<file path="src/rtl/w6host.sv">
// w6host: host side of a half-duplex serial link moving 72-bit {addr, data} frames.
// Device-to-host frames take priority; all outputs are registered.
module w6host #(
  parameter int HALF       = 2,
  parameter int FRAME_BITS = 72
) (
  input  logic        clk,
  input  logic        rst,
  input  logic [7:0]  tx_addr,
  input  logic [63:0] tx_data,
  input  logic        tx_valid,
  output logic        tx_ready,
  output logic [7:0]  rx_addr,
  output logic [63:0] rx_data,
  output logic        rx_valid,
  output logic        busy,
  output logic        link_clk,
  output logic        link_dir,
  input  logic        link_cts,
  input  logic        link_rts,
  output logic        link_tx,
  input  logic        link_rx
);

  typedef enum logic [2:0] {
    S_IDLE     = 3'd0,
    S_TX_WAIT  = 3'd1,
    S_TX_SHIFT = 3'd2,
    S_TX_END   = 3'd3,
    S_RX_SHIFT = 3'd4,
    S_RX_END   = 3'd5
  } state_t;

  localparam logic [7:0] HALF_M1  = 8'(HALF - 1);
  localparam logic [6:0] LAST_BIT = 7'(FRAME_BITS - 1);

  state_t                  state_q, state_d;
  logic [FRAME_BITS-1:0]   shift_q, shift_d;
  logic [7:0]              cnt_q, cnt_d;
  logic [6:0]              bit_cnt_q, bit_cnt_d;
  logic                    cts_s1_q, cts_s1_d, cts_s2_q, cts_s2_d;
  logic                    rts_s1_q, rts_s1_d, rts_s2_q, rts_s2_d;
  logic                    link_clk_q, link_clk_d;
  logic                    link_dir_q, link_dir_d;
  logic                    link_tx_q, link_tx_d;
  logic                    tx_ready_q, tx_ready_d;
  logic                    busy_q, busy_d;
  logic                    rx_valid_q, rx_valid_d;
  logic [7:0]              rx_addr_q, rx_addr_d;
  logic [63:0]             rx_data_q, rx_data_d;

  // Next-state logic: synchronizers, frame sequencing and link clock generation
  always_comb begin
    state_d    = state_q;
    shift_d    = shift_q;
    cnt_d      = cnt_q;
    bit_cnt_d  = bit_cnt_q;
    cts_s1_d   = link_cts;
    cts_s2_d   = cts_s1_q;
    rts_s1_d   = link_rts;
    rts_s2_d   = rts_s1_q;
    link_clk_d = link_clk_q;
    link_dir_d = link_dir_q;
    link_tx_d  = link_tx_q;
    rx_valid_d = 1'b0;
    rx_addr_d  = rx_addr_q;
    rx_data_d  = rx_data_q;

    case (state_q)
      S_IDLE: begin
        if (rts_s2_q) begin
          state_d    = S_RX_SHIFT;
          link_dir_d = 1'b0;
          cnt_d      = 8'd0;
          bit_cnt_d  = 7'd0;
          shift_d    = '0;
        end else if (tx_valid && tx_ready_q) begin
          state_d    = S_TX_WAIT;
          shift_d    = FRAME_BITS'({tx_addr, tx_data});
          link_dir_d = 1'b1;
          link_tx_d  = tx_addr[7];
        end else begin
          state_d = S_IDLE;
        end
      end

      S_TX_WAIT: begin
        if (cts_s2_q) begin
          state_d   = S_TX_SHIFT;
          cnt_d     = 8'd0;
          bit_cnt_d = 7'd0;
        end else begin
          state_d = S_TX_WAIT;
        end
      end

      // A slot is HALF cycles low then HALF cycles high; the slot ends on the fall
      S_TX_SHIFT, S_RX_SHIFT: begin
        if (cnt_q == HALF_M1) begin
          cnt_d = 8'd0;
          if (!link_clk_q) begin
            link_clk_d = 1'b1;
            if (state_q == S_RX_SHIFT) begin
              shift_d = {shift_q[FRAME_BITS-2:0], link_rx};
            end else begin
              shift_d = shift_q;
            end
          end else begin
            link_clk_d = 1'b0;
            bit_cnt_d  = bit_cnt_q + 7'd1;
            if (state_q == S_TX_SHIFT) begin
              shift_d   = {shift_q[FRAME_BITS-2:0], 1'b0};
              link_tx_d = shift_q[FRAME_BITS-2];
            end else begin
              shift_d = shift_q;
            end
            if (bit_cnt_q == LAST_BIT) begin
              state_d = (state_q == S_TX_SHIFT) ? S_TX_END : S_RX_END;
            end else begin
              state_d = state_q;
            end
          end
        end else begin
          cnt_d = cnt_q + 8'd1;
        end
      end

      S_TX_END: begin
        if (cnt_q == HALF_M1) begin
          state_d    = S_IDLE;
          cnt_d      = 8'd0;
          link_dir_d = 1'b0;
          link_tx_d  = 1'b0;
        end else begin
          cnt_d = cnt_q + 8'd1;
        end
      end

      S_RX_END: begin
        rx_addr_d  = shift_q[FRAME_BITS-1 -: 8];
        rx_data_d  = shift_q[63:0];
        rx_valid_d = 1'b1;
        bit_cnt_d  = 7'd0;
        state_d    = S_IDLE;
      end

      default: begin
        state_d    = S_IDLE;
        cnt_d      = 8'd0;
        bit_cnt_d  = 7'd0;
        link_clk_d = 1'b0;
        link_dir_d = 1'b0;
        link_tx_d  = 1'b0;
      end
    endcase

    // Status outputs are registered copies derived from the next state
    busy_d     = (state_d != S_IDLE);
    tx_ready_d = (state_d == S_IDLE) && !rts_s2_d;
  end

  // State and output registers
  always_ff @(posedge clk or negedge rst) begin
    if (!rst) begin
      state_q    <= S_IDLE;
      shift_q    <= '0;
      cnt_q      <= 8'd0;
      bit_cnt_q  <= 7'd0;
      cts_s1_q   <= 1'b0;
      cts_s2_q   <= 1'b0;
      rts_s1_q   <= 1'b0;
      rts_s2_q   <= 1'b0;
      link_clk_q <= 1'b0;
      link_dir_q <= 1'b0;
      link_tx_q  <= 1'b0;
      tx_ready_q <= 1'b0;
      busy_q     <= 1'b0;
      rx_valid_q <= 1'b0;
      rx_addr_q  <= 8'd0;
      rx_data_q  <= 64'd0;
    end else begin
      state_q    <= state_d;
      shift_q    <= shift_d;
      cnt_q      <= cnt_d;
      bit_cnt_q  <= bit_cnt_d;
      cts_s1_q   <= cts_s1_d;
      cts_s2_q   <= cts_s2_d;
      rts_s1_q   <= rts_s1_d;
      rts_s2_q   <= rts_s2_d;
      link_clk_q <= link_clk_d;
      link_dir_q <= link_dir_d;
      link_tx_q  <= link_tx_d;
      tx_ready_q <= tx_ready_d;
      busy_q     <= busy_d;
      rx_valid_q <= rx_valid_d;
      rx_addr_q  <= rx_addr_d;
      rx_data_q  <= rx_data_d;
    end
  end

  assign tx_ready = tx_ready_q;
  assign busy     = busy_q;
  assign rx_valid = rx_valid_q;
  assign rx_addr  = rx_addr_q;
  assign rx_data  = rx_data_q;
  assign link_clk = link_clk_q;
  assign link_dir = link_dir_q;
  assign link_tx  = link_tx_q;

endmodule

</file>
<file path="config.mk">
export PLATFORM = sky130hd
export DESIGN_NAME = w6host
export DESIGN_NICKNAME = d
export VERILOG_FILES = /design/src/rtl/w6host.sv
export SDC_FILE = /design/constraint.sdc
export NUM_CORES = 1
export LEC_CHECK = 0
export ABC_AREA = 0
export CAP_MARGIN = 20
export CORE_MARGIN = 8
export CORE_UTILIZATION = 51
export CTS_CLUSTER_SIZE = 12
export DETAILED_ROUTE_END_ITERATION = 8
export HOLD_SLACK_MARGIN = 0.1
export PLACE_DENSITY = 0.85
export RECOVER_POWER = 100
export SYNTH_ARGS = -nofsm -noshare
export SYNTH_HDL_FRONTEND = slang
export SYNTH_SLANG_ARGS = --single-unit
export TNS_END_PERCENT = 100
</file>
<file path="constraint.sdc">
create_clock -name clk -period 2.4 [get_ports clk]
set_input_delay 0.36 -clock clk [delete_from_list [all_inputs] [get_ports clk]]
set_output_delay 0.36 -clock clk [all_outputs]
set_load 0.05 [all_outputs]
</file>
==> summary.txt, run 1 <==
Clk buf depth: 2
Comb power frac: 32.1%
Worst endpoint required time: 2.76 ns
Num CTS Buffers: 17
PwrDens: 1066 mW/mm^2
Lkg Pwr: 4.653 nW
Largest family of logic cells by synthesized area: simple AND/OR/NAND/NOR gates
Asr flop ratio synth: 100.0%
Layout Cells excl Fill: 1,045
Seq/Total Area, Yosys: 56.54%
Antenna Nets Post-Route: 0
Netlist cell types: 47
Final setup margin: 0.09292 ns
Number of synthesized flops with an enable pin: 0
Clk root buf: clkbuf_16
Pwr Total: 0.01071 W
Post-Place Worst Slack: 0.1480 ns
Crit. End Element: flip-flop
Finished Core Util: 69.12%
Post-Syn Nets: 787
Ys flop type: dfrtp_1
Clock slew at reported path FFs: 0.07 ns
I/O pin count: 156
Simple-gate portion of the synthesized area: 14.07%
Actual slew at the worst max-slew pin: 1.349 ns
Setup CP Type: flip-flop to flip-flop
Clock power share: 27.3%
DR vias: 5,976
DRT Pass-1 Iters: 5
Initial antenna violation count: 0
Mux share of post-synthesis cell area: 11.06%
Run status: completed
Synth Instances: 706
Worst skew pair latency: 0.43 ns
Worst Skew: 0.009700 ns
Layout area overhead: 31.97%
Sw frac: 35.05%
DRT Wirelength: 18,860 um
WL/cell: 18.05 um
Setup crit start kind: flip-flop
Final hold vios: 0
Final Cycle Share: 96.13%
Port bufs: 155
Routability congestion estimate: 0.8724
Worst hold slack: 0.3526 ns
Yosys warning count: 0
Number of synthesized register bits: 172
Max Clk Rate: 433.4 MHz
Initial DRC Count: 457
Die width: 138.2 um
Post-synthesis compound-gate area fraction: 12.51%
# rows: 44
Placeable Area: 0.01453 mm^2
Mean number of vias per cell: 5.719
Antenna diodes: 0
Layout cells sized above 1: 16.14%
Die Y: 138.2 um
Post-Synth XOR/XNOR Area: 0.9204%
First-pass GRT wire length: 30,970 um
Max transition margin: 10.05%
Number of setup violations in the final report: 0
Die ar.: 0.01909 mm^2
H-tree lvl count: 4
Switching power: 0.003753 W
CP max FO: 10
Data arrival, critical path: 2.67 ns
Largest net degree at the start of global routing: 75
DP HPWL: 12,450 um
Power Internal: 0.006954 W
GRT overflow: 0
Peak supply drop: 0.6831 mV
Cell Area, Synth: 0.007612 mm^2
TritonCTS clock tree: built
Slew Limit Fails: 0
Filler instances: 1,079
Gr usage total: 19.61%
Tmin final: 2.307 ns
Worst min path class: flip-flop to flip-flop
Syn avg cell area: 10.78 um^2
Final net count: 929
Reg power frac: 40.6%
Vias in the first global route: 5,995
Initial core utilization: 52.38%
Adder-cell area share of the yosys netlist: 0.4931%
DP Cell Count: 1,009
Sink Count: 172
Max cap viols: 0
Number of remaining DRC errors: 0
[per-layer routing]
metal	wire (um)	GRT usage (%)	share of wire, %
met1	8028	24.93	43
met2	9239	31.40	49
met3	1242	5.616	6.6
met4	351	6.865	1.9
met5	0	0	0
[final cells by class]
type / instances / area, um^2 / share of cell area (%)
well taps: 184 / 230.2 / 2.292
clock inverters: 7 / 125.1 / 1.245
flip-flops and latches: 172 / 4305 / 42.86
repair buffers: 177 / 1813 / 18.05
inverters: 6 / 22.52 / 0.2242
multi-input cells: 474 / 3034 / 30.20
clock buffers: 25 / 515.5 / 5.131
[synth_stat cells (3+ instances only)]
cell,n,area [um^2]
nand2_1,12,45.04
and3_1,72,450.4
buf_2,3,15.01
nor3_1,5,25.02
xnor2_1,5,43.79
xor2_1,3,26.28
buf_4,4,30.03
nor2b_1,4,25.02
inv_1,6,22.52
clkbuf_1,35,131.4
a21oi_2,3,26.28
a21oi_1,145,725.7
mux2_2,73,822.0
buf_6,10,112.6
dfrtp_1,172,4304
nor2_1,89,334.1
or3_1,5,31.28
o21ai_0,13,65.06
nor4_1,3,18.77
nand4_1,4,25.02
nand3_1,5,25.02
ha_1,3,37.54
[sequential cells by signal (all words and copies together) (netlist names), 3 cells and up]
name       cells
state_q        3
shift_q       72
cnt_q          8
rx_addr        8
rx_data       64
bit_cnt_q      7
[worst max-delay path, cell delays in order, from the launching register on]
cell and delay, ns:
dfrtp_1 0.43, inv_1 0.09, ha_1 0.15, or4b_4 0.49
buf_4 0.18, o211ai_4 0.23, o21ai_4 0.12, or4_1 0.48
nand2_1 0.08
[kinds of logic after synthesis]
family | count (synthesis)
compound gates | 177
xor+xnor | 8
fa+ha+maj | 3
buf+inv | 60
flops | 172
mux | 75
simple gates | 211
[final timing paths]
kind                       cells after the start  slack [ns]            to  startpoint
setup / recovery                               8        0.09  bit_cnt_q[3]    cnt_q[1]
hold / removal                                 0        0.35      cts_s2_q    cts_s1_q
setup reg to reg                               8        0.09  bit_cnt_q[3]    cnt_q[1]
hold reg to reg                                0        0.35      cts_s2_q    cts_s1_q
max in group asynchronous                      3        0.41   shift_q[24]         rst
min in group asynchronous                      2        0.37   rx_data[59]         rst
[repair_timing]
action,4_1_cts,5_1_grt
endpoints found under the hold margin,30,0
gates resized for setup,0,7
buffers inserted,0,2
setup endpoints to repair,0,60
hold buffers,1,0
[power by group through the flow]
stage               sequential [W]  combinational [W]  clock (W)
finish                     0.00434            0.00344    0.00293
detailed placement         0.00437            0.00329          0
floorplan                  0.00497            0.00163          0
global route               0.00445            0.00375    0.00310
global placement           0.00433            0.00319          0
CTS                        0.00433            0.00332    0.00297
[cells in the final DEF, fill, tap and decap left out, types with 3 or more instances in the layout]
cell,n
nor3_1,5
dfrtp_1,171
a21oi_1,145
a21oi_2,3
nand2_1,10
bufinv_16,3
xnor2_1,5
nor2b_1,4
nand3_1,5
and3_1,72
xor2_1,3
clkinv_4,3
or3_1,5
nor2_1,88
inv_1,5
nand4_1,4
buf_4,11
clkdlybuf4s50_1,152
clkbuf_8,6
clkbuf_16,18
ha_1,3
buf_12,5
o21ai_0,13
mux2_2,73
dlygate4sd3_1,3
[per-stage QoR]
step           area (um^2)  setup TNS (ns)
2_1_floorplan         7612               0
3_3_place_gp          9331               0
3_5_place_dp          9331               0
4_1_cts               9982               0
5_1_grt              10050         -0.2158
6_report             10050               0
Note: power is estimated with default switching activity, not from simulation.
==> inputs of run 2 (changes only) <==
--- a/config.mk
+++ b/config.mk
@@ -8,7 +8,7 @@
 export ABC_AREA = 0
 export CAP_MARGIN = 20
 export CORE_MARGIN = 8
-export CORE_UTILIZATION = 51
+export CORE_UTILIZATION = 55
 export CTS_CLUSTER_SIZE = 12
 export DETAILED_ROUTE_END_ITERATION = 8
 export HOLD_SLACK_MARGIN = 0.1
==> constraint.sdc (replaced) <==
create_clock -name clk -period 3 [get_ports clk]
set_input_delay 0.45 -clock clk [delete_from_list [all_inputs] [get_ports clk]]
set_output_delay 0.45 -clock clk [all_outputs]
set_load 0.05 [all_outputs]
==> run 2 against run 1 <==
  * Combinational power fell by 26%
  * Sequential power fell by 20%
  * Sequential cell count did not move
  * Global-route usage rose by 1.7 points
  * Hold slack got worse by 0.0031 ns
  * Clock skew barely moved
  * Clock power fell by 27%
  * Critical path depth fell by 1
  * Largest cell class unchanged
==> summary.txt, run 2 (synthesis gave the netlist of run 1 again) <==
Number of remaining DRC errors: 0 (unchanged)
H-tree lvl count: 4 (unchanged)
Most frequent cells in the layout: dfrtp_1 (172), a21oi_1 (145), nor2_1 (88), dlygate4sd3_1 (81), clkdlybuf4s50_1 (74)
Max stage delay on crit path: 0.55 ns (+0.06 ns)
Die Y: 133.6 um (-3.3%)
Initial antenna violation count: 0 (unchanged)
DP HPWL: 12,520 um (+0.59%)
Lkg Pwr: 4.766 nW (+2.4%)
Sink Count: 172 (unchanged)
Max Clk Rate: 363.3 MHz (-16%)
TritonCTS clock tree: built
DRT Pass-1 Iters: 5 (unchanged)
Crit-path cells: ha_1 -> or4b_1 -> nor4_1 -> o221a_4 -> buf_6 -> nor2_1 -> a21oi_1
Clk buf depth: 2 (unchanged)
Peak supply drop: 0.4468 mV (-35%)
Slew Limit Fails: 0 (unchanged)
Vias in the first global route: 6,120 (+2.1%)
Layout cells sized above 1: 14.59% (-1.6 points)
Antenna Nets Post-Route: 0 (unchanged)
I/O pin count: 156 (unchanged)
Num CTS Buffers: 17 (unchanged)
Initial DRC Count: 598 (+31%)
Max cap viols: 0 (unchanged)
Initial core utilization: 55.49% (+3.1 points)
CP max FO: 46 (+36)
CP max stage cell: or4b_1
Placeable Area: 0.01372 mm^2 (-5.6%)
Actual slew at the worst max-slew pin: 1.353 ns (+0.004284 ns)
Routability congestion estimate: 0.8381 (-3.9%)
Top reg by flops: shift_q
Setup crit start kind: flip-flop
Worst endpoint required time: 3.34 ns (+0.58 ns)
Number of flip-flops in the largest register: 72 (unchanged)
Port bufs: 155 (unchanged)
DRT Wirelength: 19,050 um (+0.98%)
Filler instances: 956 (-11%)
Antenna diodes: 0 (unchanged)
Tmin final: 2.752 ns (+0.4452 ns)
Setup TNS: 0 ns (unchanged)
Layout area overhead: 28.39%
DP Cell Count: 998 (-1.1%)
Mean number of vias per cell: 5.805 (+1.5%)
Worst min path class: flip-flop to flip-flop
Worst skew pair latency: 0.43 ns (about the same)
GRT overflow: 0 (unchanged)
Worst hold slack: 0.3495 ns (-0.003062 ns)
DR vias: 5,979 (+0.050%)
Data arrival, critical path: 3.09 ns (+0.42 ns)
Post-DP Area: 0.009224 mm^2 (-1.2%)
Final Cycle Share: 91.74% (-4.4 points)
PwrDens: 833.6 mW/mm^2 (-22%)
Die ar.: 0.01786 mm^2 (-6.4%)
Number of setup violations in the final report: 0 (unchanged)
First-pass GRT wire length: 30,610 um (-1.2%)
Finished Core Util: 71.24% (+2.1 points)
Post_cts resized: 0 (unchanged)
Fin area: 0.009773 mm^2 (-2.7%)
Gr usage total: 21.32% (+1.7 points)
Final net count: 919 (-1.1%)
Clk root buf: clkbuf_16
Largest net degree at the start of global routing: 75 (unchanged)
Max transition margin: 9.769% (-0.29 points)
Die width: 133.6 um (-3.3%)
Clock slew at reported path FFs: 0.06 ns (about the same)
Commonest non-fill, non-tap cell in the layout: dfrtp_1
Worst Skew: 0.009360 ns (-0.0003397 ns)
RSZ-0062 raised after global routing: false
Setup CP Type: flip-flop to flip-flop
WL/cell: 18.49 um (+2.5%)
# rows: 43 (-2.3%)
Layout Cells excl Fill: 1,030 (-1.4%)
Final hold vios: 0 (unchanged)
Worst R2R Setup Slack: 0.25 ns (+0.15 ns)
Crit. End Element: flip-flop
Run status: completed
-- run 2: cell count changes in the layout (fill, tap and decap cells not counted), moves of 2 or more --
cell	delta
dlygate4sd3_1	+78
clkinv_2	+3
clkbuf_4	+2
buf_4	-6
clkbuf_1	-2
buf_12	-4
bufinv_16	-2
clkdlybuf4s50_1	-78
clkinvlp_4	+2
-- run 2: worst paths after layout --
path | cells past startpoint | startpoint | end
worst max-delay path | 7 | cnt_q[0] | shift_q[64]
worst min-delay path | 0 | cts_s1_q | cts_s2_q
worst max register to register | 7 | cnt_q[0] | shift_q[64]
worst min register to register | 0 | cts_s1_q | cts_s2_q
max in group asynchronous | 3 | rst | cts_s2_q
min in group asynchronous | 2 | rst | rx_data[10]
-- run 2: what timing repair did --
action                    in CTS  in global routing
buffers inserted               0                  0
hold endpoints to repair      54                  0
hold buffers                   1                  0
-- run 2: report_power, final --
group / internal [W] / switching, W
clock: 0.00125 / 0.000884
combinational: 0.000957 / 0.00158
sequential: 0.00296 / 0.000510
-- run 2: final cells by class --
type	count	area [um^2]	area share (%)
Clock buffer	22	494.2	5.057
Clock inverter	9	86.33	0.8834
Inverter	6	22.52	0.2304
Multi-Input combinational cell	474	2990	30.60
Sequential cell	172	4304	44.04
Tap cell	180	225.2	2.304
Timing Repair Buffer	167	1650	16.89
-- run 2: layer usage --
layer | global-route usage (%) | vias up | share of wire [%] | wire (um)
li1 | - | 2752 | - | -
met1 | 25.47 | 2943 | 40 | 7671
met2 | 36.05 | 245 | 51 | 9747
met3 | 5.384 | 39 | 6.5 | 1242
met4 | 8.671 | 0 | 2.0 | 385
met5 | 0 | - | 0 | 0
-- run 2: critical path: cells and delay by family, from the launching register on --
family                     cells  cell delay [ns]
adders and majority gates      1             0.17
buffers and inverters          1             0.36
and+or+nand+nor                3             1.04
DFF                            1             0.45
AOI/OAI and AO/OA              2             0.63
-- run 2: per-stage QoR --
stage          setup slack (ns)  total power [W]
4_1_cts                  0.2825         0.008272
6_report                 0.2477         0.008147
3_5_place_dp             0.3262         0.006126
5_1_grt                 0.07693         0.008563
2_1_floorplan            0.8229         0.005283
3_3_place_gp             0.5171         0.005960
==> inputs of run 3 (changes only) <==
--- a/config.mk
+++ b/config.mk
@@ -9,7 +9,7 @@
 export CAP_MARGIN = 20
 export CORE_MARGIN = 8
 export CORE_UTILIZATION = 55
-export CTS_CLUSTER_SIZE = 12
+export CTS_CLUSTER_SIZE = 28
 export DETAILED_ROUTE_END_ITERATION = 8
 export HOLD_SLACK_MARGIN = 0.1
 export PLACE_DENSITY = 0.85
==> results of run 3 <==
Final layout, timing and power as in run 2 (identical DEF).
